### src/rtl/instr_mem_responder.sv
// Instruction-fetch responder: word store plus an in-order circular request buffer
// that returns each fetched word after a fixed latency, with flush and load support.
module instr_mem_responder #(
  parameter int unsigned ADDR_W  = 9,
  parameter int unsigned LATENCY = 2,
  parameter int unsigned DEPTH   = 4
) (
  input  logic        clk,
  input  logic        rst,
  input  logic        req_valid,
  output logic        req_ready,
  input  logic [15:0] req_addr,
  output logic        resp_valid,
  input  logic        resp_ready,
  output logic [15:0] resp_instr,
  output logic [15:0] resp_addr,
  output logic        resp_err,
  input  logic        flush,
  input  logic        ld_en,
  input  logic [15:0] ld_addr,
  input  logic [15:0] ld_data
);

  localparam int unsigned WORDS = 2 ** (ADDR_W - 1);
  localparam int unsigned PW    = $clog2(DEPTH);
  localparam int unsigned OW    = PW + 1;
  localparam int unsigned TW    = 3;

  logic [15:0]    mem_q [WORDS];

  logic [15:0]    ent_addr_q  [DEPTH];
  logic [15:0]    ent_data_q  [DEPTH];
  logic [TW-1:0]  ent_timer_q [DEPTH];
  logic [DEPTH-1:0] ent_valid_q;
  logic [DEPTH-1:0] ent_err_q;

  logic [PW-1:0]  head_q, head_d;
  logic [PW-1:0]  tail_q, tail_d;
  logic [OW-1:0]  occ_q, occ_d;

  logic           accept;
  logic           pop;
  logic           head_done;
  logic [15:0]    acc_data;
  logic           unused_addr_bits;

  assign unused_addr_bits = ^{ld_addr[0], ld_addr[15:ADDR_W]};

  // Word captured at acceptance; misaligned fetches return HALT instead of memory.
  assign acc_data  = req_addr[0] ? '0 : mem_q[req_addr[ADDR_W-1:1]];

  assign head_done  = ent_valid_q[head_q] && (ent_timer_q[head_q] == '0);
  assign req_ready  = rst && (occ_q < OW'(DEPTH)) && !flush;
  assign resp_valid = rst && head_done && !flush;
  assign resp_instr = rst ? ent_data_q[head_q] : '0;
  assign resp_addr  = rst ? ent_addr_q[head_q] : '0;
  assign resp_err   = rst ? ent_err_q[head_q]  : 1'b0;

  assign accept = req_valid && req_ready;
  assign pop    = resp_valid && resp_ready;

  always_comb begin
    head_d = head_q;
    tail_d = tail_q;
    occ_d  = occ_q;
    if (flush) begin
      head_d = '0;
      tail_d = '0;
      occ_d  = '0;
    end else begin
      if (accept) tail_d = tail_q + PW'(1);
      if (pop)    head_d = head_q + PW'(1);
      occ_d = occ_q + OW'(accept) - OW'(pop);
    end
  end

  always_ff @(posedge clk) begin
    if (!rst) begin
      head_q <= '0;
      tail_q <= '0;
      occ_q  <= '0;
    end else begin
      head_q <= head_d;
      tail_q <= tail_d;
      occ_q  <= occ_d;
    end
  end

  // Timers run regardless of backpressure; only the head entry may retire.
  always_ff @(posedge clk) begin
    if (!rst || flush) begin
      ent_valid_q <= '0;
      ent_err_q   <= '0;
      for (int unsigned i = 0; i < DEPTH; i++) begin
        ent_addr_q[i]  <= '0;
        ent_data_q[i]  <= '0;
        ent_timer_q[i] <= '0;
      end
    end else begin
      for (int unsigned i = 0; i < DEPTH; i++) begin
        if (accept && (tail_q == PW'(i))) begin
          ent_valid_q[i] <= 1'b1;
          ent_err_q[i]   <= req_addr[0];
          ent_addr_q[i]  <= req_addr;
          ent_data_q[i]  <= acc_data;
          ent_timer_q[i] <= TW'(LATENCY - 1);
        end else begin
          if (ent_valid_q[i] && (ent_timer_q[i] != '0))
            ent_timer_q[i] <= ent_timer_q[i] - TW'(1);
          if (pop && (head_q == PW'(i)))
            ent_valid_q[i] <= 1'b0;
        end
      end
    end
  end

  always_ff @(posedge clk) begin
    if (rst && ld_en)
      mem_q[ld_addr[ADDR_W-1:1]] <= ld_data;
  end

endmodule

### config.mk
export PLATFORM = sky130hd
export DESIGN_NAME = instr_mem_responder
export DESIGN_NICKNAME = d
export VERILOG_FILES = /design/src/rtl/instr_mem_responder.sv
export SDC_FILE = /design/constraint.sdc
export NUM_CORES = 2
export LEC_CHECK = 0
export CAP_MARGIN = 30
export CORE_AREA = 2 2 557 503
export CTS_CLUSTER_SIZE = 10
export DETAILED_ROUTE_END_ITERATION = 7
export DIE_AREA = 0 0 559 505
export PLACE_DENSITY_LB_ADDON = 0.25
export SETUP_SLACK_MARGIN = 0.02
export SYNTH_ARGS = -nofsm -noshare
export SYNTH_HDL_FRONTEND = slang
export SYNTH_MEMORY_MAX_BITS = 65536
export SYNTH_SLANG_ARGS = --single-unit
### constraint.sdc
create_clock -name clk -period 5.2 [get_ports clk]
set_input_delay 1.04 -clock clk [delete_from_list [all_inputs] [get_ports clk]]
set_output_delay 1.04 -clock clk [all_outputs]
set_load 0.01 [all_outputs]
==> flow_summary.yaml <==
outcome:
  outcome: "completed"
sta:
  timing_hold_violations_final: 0
  max_freq_mhz: 220
  timing.final.crit_share_pct: 87.2
  finalHoldWorstSlack_ns: 0.454
  timing.final.max_slew_violations: 0
  fin_crit_ns: 4.54
  fin_worst_skew_ns: 0.0516
  finalSetupTns_ns: 0
  slew_headroom_pct: 12.3
  grt_setup_unrepaired: "false"
  worstMarginPinSlew_ns: 1.32
  report.final.setup_viol: 0
floorplan:
  std_cell_rows: 183
  floorplan.die.height_um: 505
  initial_utilization_pct: 59.9
  total_die_area_um2: 282000
  core_area_um2: 276000
  design.portCount: 89
  die-width_um: 559
synthesis:
  syn-instance-count: 7670
  synthesis.area_um2: 165000
  synthesis.area_per_instance_um2: 21.5
  synthDominantAreaCellType: "edfxtp_1"
  ys_ff_latch: 4253
  asyncSetResetFlopFracSynth_pct: 0
  yosys_warnings: 0
  synth-edff-count: 4236
  synth.top_cell.area_share_pct: 77.0
  synth.yosys.seq_area_share_pct: 77.2
  postSynth.topFlopCell: "edfxtp_1"
  synthDistinctLibCells: 77
  netlist_top_cells_area: "edfxtp_1 (77%), mux4_2 (13%), mux2i_1 (1.7%)"
  nets_in_the_synthesized_netlist: 7743
cts:
  tritoncts: "built"
  cts_resized: 0
  htree_levels: 5
  cts.root.buffer_cell: "clkbuf_16"
  cts_inserted_buffers: 470
  clkTransAtPathRegs_ns: 0.05
  holdBufCountCts: 0
  clock_path_buffers: 4
  postCtsSetupBuffers: 0
  cts.sinks: 4253
  worst_skew_pair.late_latency_ns: 0.96
drt:
  vias: 84329
  detail_route.wirelength_um: 431000
  drt_first_pass_iters: 8
  drt_iter0_drc: 13099
  routedWlPerCell_um: 35.4
  via_per_inst: 6.92
  antenna_left: 0
  remaining_drc_errors: 0
worst_setup_path:
  cp_slowest_stage_delay_ns: 0.73
  timing.critical_path.from_type: "register"
  critical_path_class: "register to output pin"
  worst-r2r-cell-count: 12
  crit_chain: "buf_4, mux4_2, and2_1, clkdlybuf4s50_1"
  cp.required_ns: 4.16
  timing.critical_path.to_type: "output pin"
  crit_arrival_ns: 3.50
  timing.critical_path.slowest_stage_cell: "dfxtp_2"
  timing.critical_path.fanout_max: 20
placement:
  io_buffers: 80
  place_hpwl_um: 257000
  finalWeightedCongestion: 0.895
hold_path:
  min_from: "ent_err_q[2]$_SDFFE_PP0P_"
  worst_hold_path.num_cells: 1
  hp-class: "register to register"
cells_and_area:
  area.growth.synth_to_final_pct: 12.8
  layout.nets: 8492
  drive_above_1_share_pct: 26.7
global_routing:
  grt_max_degree: 161
  grt_pass1_wl_um: 613000
  grt_antenna_before_repair: 30
  grt_use_total_pct: 30.5
  first_global_vias: 83726
  grt_overflow: 0
power_and_ir_drop:
  power_frac_comb_pct: 5.3
  p_int_mw: 55.2
  ratio_of_total_power_to_cell_area_nw_per_um2: 375
  leakage_nw: 59.6
  p_clk_share_pct: 40.5
  switching_share_pct: 21.0
  net-switching-power_mw: 14.6
  vdd_ir_drop_max_mv: 0.333
  pwr-share-seq_pct: 54.2
job:
  cap_violations: 0
## sequential cells by signal, summed over array words and instances, names as in the netlist, named ones only
signal	flops
ent_timer_q	12
ent_data_q	64
ent_addr_q	64
mem_q	4096
head_q	2
ent_valid_q	4
tail_q	2
ent_err_q	4
occ_q	3
## layout make-up
cell class	instances	area, µm²
antenna	16	40.0
clock buffer	502	12000
clock inverter	23	379
fill	16697	89600
inverter	38	151
multi-input combinational	2907	34700
sequential	4253	128000
tap	3700	4630
timing repair buffer	749	6870
## critical path, delay by kind of cell (launching register included)
family                 cells  cell delay (ns)
buffers and inverters      2             1.01
flip-flops                 1             0.73
AND/OR/NAND/NOR            1             0.19
multiplexers               1             0.59
## power groups by stage
stage                     Clock [mW]  Combinational, mW  Sequential, mW
after CTS                       28.6               3.67            37.8
after global placement             0               3.57            38.5
after detailed placement           0               3.65            38.5
final                           28.3               3.71            37.8
after floorplan                    0               1.84            38.5
after global routing            29.9               3.85            37.8
## final timing paths
| check | slack, ns | endpoint |
|---|---|---|
| setup / recovery | 0.66 | resp_addr[2] |
| hold / removal | 0.45 | ent_err_q[2]$_SDFFE_PP0P_ |
| setup reg to reg | 2.04 | occ_q[2]$_SDFF_PP0_ |
| hold reg to reg | 0.45 | ent_err_q[2]$_SDFFE_PP0P_ |
## metal layers
layer / global-route usage [%] / part of all wire [%] / vias to the layer above
met3: 7.97 / 13 / 860
met5: 0 / 0.017 / -
met2: 46.0 / 46 / 5865
met4: 11.5 / 4.1 / 12
met1: 43.5 / 37 / 44074
li1: - / - / 33518
## per-stage QoR
stage / setup WS (ns) / utilization [%] / power, mW / area (µm²) / std cells
floorplan: 1.84 / - / 40.4 / 165000 / 7670
global placement: 0.311 / 63.0 / 42.1 / 174000 / 11636
detailed placement: 0.330 / 63.0 / 42.2 / 174000 / 11645
CTS: 0.550 / 67.5 / 70.1 / 186000 / 12170
global route: 0.468 / 67.5 / 71.5 / 186000 / 12178
finish: 0.663 / 67.5 / 69.9 / 186000 / 12188
## cell families after synthesis
logic type,after synthesis,synth area share [%]
fa+ha+maj,19,0.148
flops,4253,77.2
compound gates,738,3.28
xor+xnor,4,0.0212
mux,1293,15.0
simple gates,853,2.46
buf+inv,510,1.85
## cell usage in the layout (no fill, tap or decap), drive strengths merged, types with 64 or more instances in the layout
cell type / n
o21ai: 70
nand3: 64
nand2: 152
a211oi: 91
mux2i: 286
a21oi: 77
edfxtp: 4236
mux4: 946
a22oi: 176
o22ai: 69
nor2: 337
buf: 689
and2: 81
clkbuf: 504
## synthesized netlist by cell type (17+ instances only)
cell / instances
nor3_1: 43
and2_1: 81
a21oi_1: 77
edfxtp_1: 4236
nor4_1: 29
dfxtp_1: 17
clkbuf_1: 156
nand3_1: 64
and3_1: 60
nand2_1: 152
a22o_1: 23
buf_4: 86
o22ai_1: 69
buf_6: 66
o21ai_0: 58
nor2_1: 337
a31oi_1: 29
nor2b_1: 25
inv_1: 36
buf_1: 22
buf_2: 125
mux2_2: 61
mux4_2: 946
a22oi_1: 172
ha_1: 18
a221oi_1: 49
a211oi_1: 91
mux2i_1: 286
o221ai_1: 22
(Power assumes the default switching activity.)
